`src/rtl/multi_debouncer.sv`:
```
// Multi-channel input debouncer.
// Each channel passes through its own synchroniser chain. The debounced output
// only follows the synchronised input after it has disagreed with the output
// for STABLE_CYCLES consecutive clocks. One-cycle rise/fall pulses mark each
// output change, and anyChange flags a cycle in which any channel changed.
module multi_debouncer #(
    parameter int   CHANNELS      = 2,
    parameter int   STABLE_CYCLES = 16,
    parameter int   SYNC_STAGES   = 2,
    parameter logic RESET_LEVEL   = 1'b1
) (
    input  logic                clk,
    input  logic                reset,
    input  logic [CHANNELS-1:0] in,
    output logic [CHANNELS-1:0] out,
    output logic [CHANNELS-1:0] rise,
    output logic [CHANNELS-1:0] fall,
    output logic                anyChange
);

    // The counter only has to reach STABLE_CYCLES-1, where it is cleared, so
    // clog2 bits are enough. At least one bit is kept for STABLE_CYCLES=1.
    localparam int CNT_W = (STABLE_CYCLES > 1) ? $clog2(STABLE_CYCLES) : 1;
    localparam logic [CNT_W-1:0] CNT_LAST = CNT_W'(STABLE_CYCLES - 1);

    logic [SYNC_STAGES-1:0][CHANNELS-1:0] r_sync;
    logic [CNT_W-1:0]                     r_cnt [CHANNELS];
    logic [CHANNELS-1:0]                  r_out;
    logic [CHANNELS-1:0]                  r_rise;
    logic [CHANNELS-1:0]                  r_fall;
    logic [CHANNELS-1:0]                  w_synced;

    assign w_synced = r_sync[SYNC_STAGES-1];

    // Synchroniser chain: stage 0 samples the raw pins, the last stage feeds the debouncer.
    always_ff @(posedge clk) begin
        if (!reset) begin
            for (int s = 0; s < SYNC_STAGES; s++) begin
                r_sync[s] <= {CHANNELS{RESET_LEVEL}};
            end
        end else begin
            r_sync[0] <= in;
            for (int s = 1; s < SYNC_STAGES; s++) begin
                r_sync[s] <= r_sync[s-1];
            end
        end
    end

    // Per-channel stability counter, output update and edge pulses.
    always_ff @(posedge clk) begin
        if (!reset) begin
            for (int ch = 0; ch < CHANNELS; ch++) begin
                r_cnt[ch] <= '0;
            end
            r_out  <= {CHANNELS{RESET_LEVEL}};
            r_rise <= '0;
            r_fall <= '0;
        end else begin
            for (int ch = 0; ch < CHANNELS; ch++) begin
                r_rise[ch] <= 1'b0;
                r_fall[ch] <= 1'b0;
                if (w_synced[ch] != r_out[ch]) begin
                    if (r_cnt[ch] == CNT_LAST) begin
                        r_out[ch]  <= w_synced[ch];
                        r_cnt[ch]  <= '0;
                        r_rise[ch] <= w_synced[ch];
                        r_fall[ch] <= ~w_synced[ch];
                    end else begin
                        r_cnt[ch] <= r_cnt[ch] + 1'b1;
                    end
                end else begin
                    // Any agreement restarts the count, so short glitches are dropped.
                    r_cnt[ch] <= '0;
                end
            end
        end
    end

    assign out       = r_out;
    assign rise      = r_rise;
    assign fall      = r_fall;
    assign anyChange = (|r_rise) | (|r_fall);

endmodule

```
`config.mk`:
```
export PLATFORM = sky130hd
export DESIGN_NAME = multi_debouncer
export DESIGN_NICKNAME = d
export VERILOG_FILES = /design/src/rtl/multi_debouncer.sv
export SDC_FILE = /design/constraint.sdc
export NUM_CORES = 1
export LEC_CHECK = 0
export CAP_MARGIN = 40
export CORE_MARGIN = 4
export CORE_UTILIZATION = 53
export CTS_CLUSTER_DIAMETER = 150
export DETAILED_ROUTE_END_ITERATION = 16
export GPL_ROUTABILITY_DRIVEN = 0
export PLACE_DENSITY_LB_ADDON = 0.3
export SYNTH_ARGS = -nofsm -noshare
export SYNTH_HDL_FRONTEND = slang
export SYNTH_SLANG_ARGS = --single-unit
```
`constraint.sdc`:
```
create_clock -name clk -period 1.9 [get_ports clk]
set_input_delay 0.19 -clock clk [delete_from_list [all_inputs] [get_ports clk]]
set_output_delay 0.19 -clock clk [all_outputs]
set_load 0.02 [all_outputs]
```
---- Yosys cells after proc, flatten, opt, wreduce, memory -nomap -nowiden ----
Memories as Yosys holds them, arrays and structs flattened.
Index checks and enable logic that the tools add are counted.
word-level totals
  output and inout port bits .............. 7
  flip-flop bits (word level) ............. 10
  RAM bits ................................ 8
  memories kept ........................... 1
memories
  memory  depth  width  read ports  clocked after memory_dff  wr ports  line  source
  r_cnt   2      4      2           0                         2         27    logic [CNT_W-1:0] r_cnt [CHANNELS];
operators by class
  reductions and logical operators ........ 6
  add/subtract/negate cells ............... 2
  muxes and demuxes ....................... 29
  bitwise gates (word level) .............. 9
  equality and inequality tests ........... 4
operators with widths
  operator                                     number
  2-to-1 mux 4 bit                             6
  2-to-1 mux 1 bit                             23
  adder 4 x 1 -> 4 bit, second input constant  2
  == test 4 bit, second input constant         2
  bitwise OR 1 bit                             7
  AND reduction 3 bit                          2
  AND reduction 2 bit                          2
  OR reduction 2 bit                           2
  inequality test 1 bit                        2
  inverter 1 bit                               2

---- Logic depth before layout (Yosys ltp) ----
  depth in word-level cells ............... 8
  mapped depth ............................ 4

---- Least setup slack after synthesis ----
OpenSTA, ideal clock, no wires.
  kind .................................... reg2reg
  from .................................... memory r_cnt[0][0] in the netlist's numbering
  to ...................................... memory r_cnt[0][2] in the netlist's numbering (data pin)
  setup slack ............................. 0.691 ns
  setup time .............................. 0.256 ns
  cell stages (with the launch flop) ...... 4
  arrival ................................. 0.953 ns
  path through ............................ edfxtp_1 > ha_1 > xor2_1 > and3_2
RTL lines
  item                line
  start: declaration  27

---- Worst setup path after layout ----
  from .................................... register r_out[1], in the netlist out[1]
  to ...................................... output out[1]
RTL lines
  item                              line  source
  start: declaration                28    logic [CHANNELS-1:0] r_out;
  start signal: assignment          55    r_out <= {CHANNELS{RESET_LEVEL}};
  start signal: indexed assignment  64    r_out[ch] <= w_synced[ch];
  end: declaration                  15    output logic [CHANNELS-1:0] out,
No word-level cell between the ends.

==> summary.txt <==
Outcome
  • Status: finished clean

Detailed routing
  • Wirelength per Cell: approximately 11 µm
  • DRC viols: 0
  • First-pass iteration count of the detailed router: 2
  • Number of DRC markers in iteration 0: 4
  • Vias post-DR: 449
  • Post-DRT Antenna Nets: 0
  • Vias per cell: just under 5
  • DRT Wirelength: 1020 µm

Timing
  • Clk_skew: between 0.003 and 0.004 ns
  • Final Critical Period: between 1.5 and 2 ns
  • Final Hold Slack: between 0.4 and 0.5 ns
  • Tcrit/Tclk final: between 80 and 90%
  • Fin Setup TNS: 0 ns
  • Final-report hold violation count: 0
  • Final Slew Violations: 0
  • Fmax achieved: 0.649 GHz
  • Final setup violation count: 0
  • RSZ-0062 raised after global routing: false

Yosys
  • Synth area leaders: edfxtp_1 34%, dfxtp_1 28%, xor2_1 6.2%
  • Most common flop cell mapped by yosys: dfxtp_1
  • Fraction of registers with async set/reset: 0%
  • EDFF count, synth: 8
  • Largest area contributor in the netlist: edfxtp_1
  • Post-synth top area share: between 30 and 40%
  • Commonest cells post-synth: 10 x dfxtp_1, 8 x edfxtp_1, 7 x nor2_1, 6 x nand3_1, 5 x xor2_1
  • Post-synthesis sequential area ratio: 62.6%
  • Post-Synthesis Cells: slightly below 60
  • Synth Register Bits: 18
  • Mapped cell area: between 700 and 800 µm²
  • Avg Inst Size Synth: between 10 and 15 µm²
  • Top-count cell post-synth: dfxtp_1
  • YS warnings: 0
  • Synth unique cells: 17

Floorplanning
  • Die height: 44.4 µm
  • Initial Util: 60.0%
  • Row Count: 12
  • Die width: 44.4 µm
  • Die footprint: 1970 µm²
  • Placeable Area: approximately 1200 µm²
  • Ports: 11

Min path
  • Hold Crit Class: reg -> reg
  • HP Start: r_sync[1]
  • Hold depth: 1

Critical path
  • CP Class: reg -> out
  • Slowest cell on the critical path: clkdlybuf4s50_1
  • R2r startpoint: r_cnt[0][0]
  • Slowest cell delay on critical path: about 0.64 ns
  • Crit. End Element: output port
  • Critical Path, Cell by Cell: clkdlybuf4s50_1
  • Crit path capture: out[1]
  • CP bufs+invs: 1
  • Critical Path AT: approximately 1.4 ns
  • Setup crit start: out[1]
  • Largest delay contributor family on the critical path: buffers and inverters
  • CP max FO: 5
  • Critical path data required time: around 1.7 ns
  • R2R Setup Slk: 0.63 ns
  • Startpoint types: flip-flop
  • CP Depth: 1
  • Reg-to-reg endpoint: r_cnt[0][2]
  • Register-to-Register Path Depth: 3

CTS
  • CTS Buffer Depth: 2
  • Cts repair resizes: 0
  • CTS Buf Count: 3
  • CTS tree: yes
  • Clk slew on worst S/H paths: about 0.09 ns
  • H-tree levels: 1
  • Setup bufs post-CTS: 0
  • CTS Root Cell: clkbuf_4
  • Worst-Skew Late Latency: a little under 0.3 ns
  • CTS Sinks: 18
  • Cts hold-fix bufs: 0

Placed design
  • DP HPWL: between 800 and 900 µm
  • # port buffers: 10

Global route
  • Global-route wire length before repair: 1810 µm
  • Largest net degree at the start of global routing: 12
  • Initial antenna violation count: 0
  • Grt total ovfl: 0
  • Vias in the first global route: 439
  • Total track usage: 13.1%

Layout
  • FILL cells: 95
  • Nets@finish: 86
  • Share of layout cells above drive strength 1: 5.06%
  • Area grow syn2layout: 23.5%
  • Register area: 440 µm²
  • Diodes inserted: 0
  • Multi-input gate area: 274 µm²

Power
  • Static leakage: 0.369 nW
  • PD cells: ~740 nW/µm²
  • Peak VDD IR: around 0.00069 V

Job
  • Count of max-cap constraint violations: 0
cell families after synthesis:
logic type | share of synthesized area, %
fa+ha+maj | 3.56
xor+xnor | 7.47
mux | 2.85
flops | 62.6
buf+inv | 2.14
simple gates | 20.8
other cells | 0.533
per-layer routing:
layer / wire (µm) / vias up / part of all wire [%] / track usage, %
li1: - / 235 / - / -
met1: 449 / 200 / 44 / 14.4
met2: 493 / 12 / 48 / 21.8
met3: 69 / 2 / 6.8 / 7.32
met4: 8 / 0 / 0.78 / 3.61
met5: 0 / - / 0 / 0
layout by cell type (no fill, tap or decap):
cell type        netlist  layout
clkinv_1               0       1
and3_2                 1       1
dlymetal6s2s_1         0       1
xor2_1                 5       5
nand3_1                6       6
edfxtp_1               8       8
nand4_1                2       2
inv_1                  2       2
ha_1                   2       2
conb_1                 1       8
clkdlybuf4s50_1        0       9
nor2_1                 7       7
dfxtp_1               10      10
or4_1                  1       1
nand2_1                2       2
clkbuf_4               0       3
nand2b_1               4       4
nor3b_1                4       4
mux2i_1                2       2
xnor2_1                1       1
worst min-delay path by stage:
stage | slack, ns | end
after global placement | 0.39 | w_synced[0]
after global routing | 0.44 | w_synced[1]
after CTS | 0.43 | w_synced[1]
after detailed placement | 0.40 | w_synced[1]
after floorplan | 0.29 | r_sync[0]
final | 0.42 | w_synced[1]
report_power, final:
part	internal (mW)	total, mW	switching (mW)
Combinational	0.0150	0.0297	0.0147
Clock	0.0765	0.186	0.109
Sequential	0.415	0.424	0.00843
Total	0.507	0.639	0.132
worst reg2reg max path: stages (launching register included):
cell and delay [ns]:
edfxtp_1 0.43, ha_1 0.26, xor2_1 0.15, and3_2 0.21
flip-flops by register name (all words and copies together) (netlist names):
| register | flops |
|---|---|
| w_synced | 2 |
| out | 2 |
| rise | 2 |
| fall | 2 |
| r_cnt | 8 |
| r_sync | 2 |
stage by stage:
step | std cells | setup slack (ns) | utilization (%) | total power [mW] | instance area (µm²)
2_1_floorplan | 66 | 0.691 | - | 0.452 | 729
3_3_place_gp | 89 | 0.381 | 71.7 | 0.460 | 840
3_5_place_dp | 89 | 0.375 | 71.7 | 0.462 | 840
4_1_cts | 93 | 0.0455 | 73.9 | 0.647 | 866
5_1_grt | 93 | 0.284 | 74.1 | 0.671 | 868
6_report | 93 | 0.360 | 74.1 | 0.639 | 868
final cells by class:
type                       count  share of cell area, %
clock buffer                   3                   2.59
clock inverter                 1                  0.432
inverter                       2                  0.865
multi-input combinational     45                   31.6
sequential                    18                   50.7
tap                           14                   2.02
timing repair buffer          10                   11.8
No activity file was read; power rests on OpenSTA's default activity.
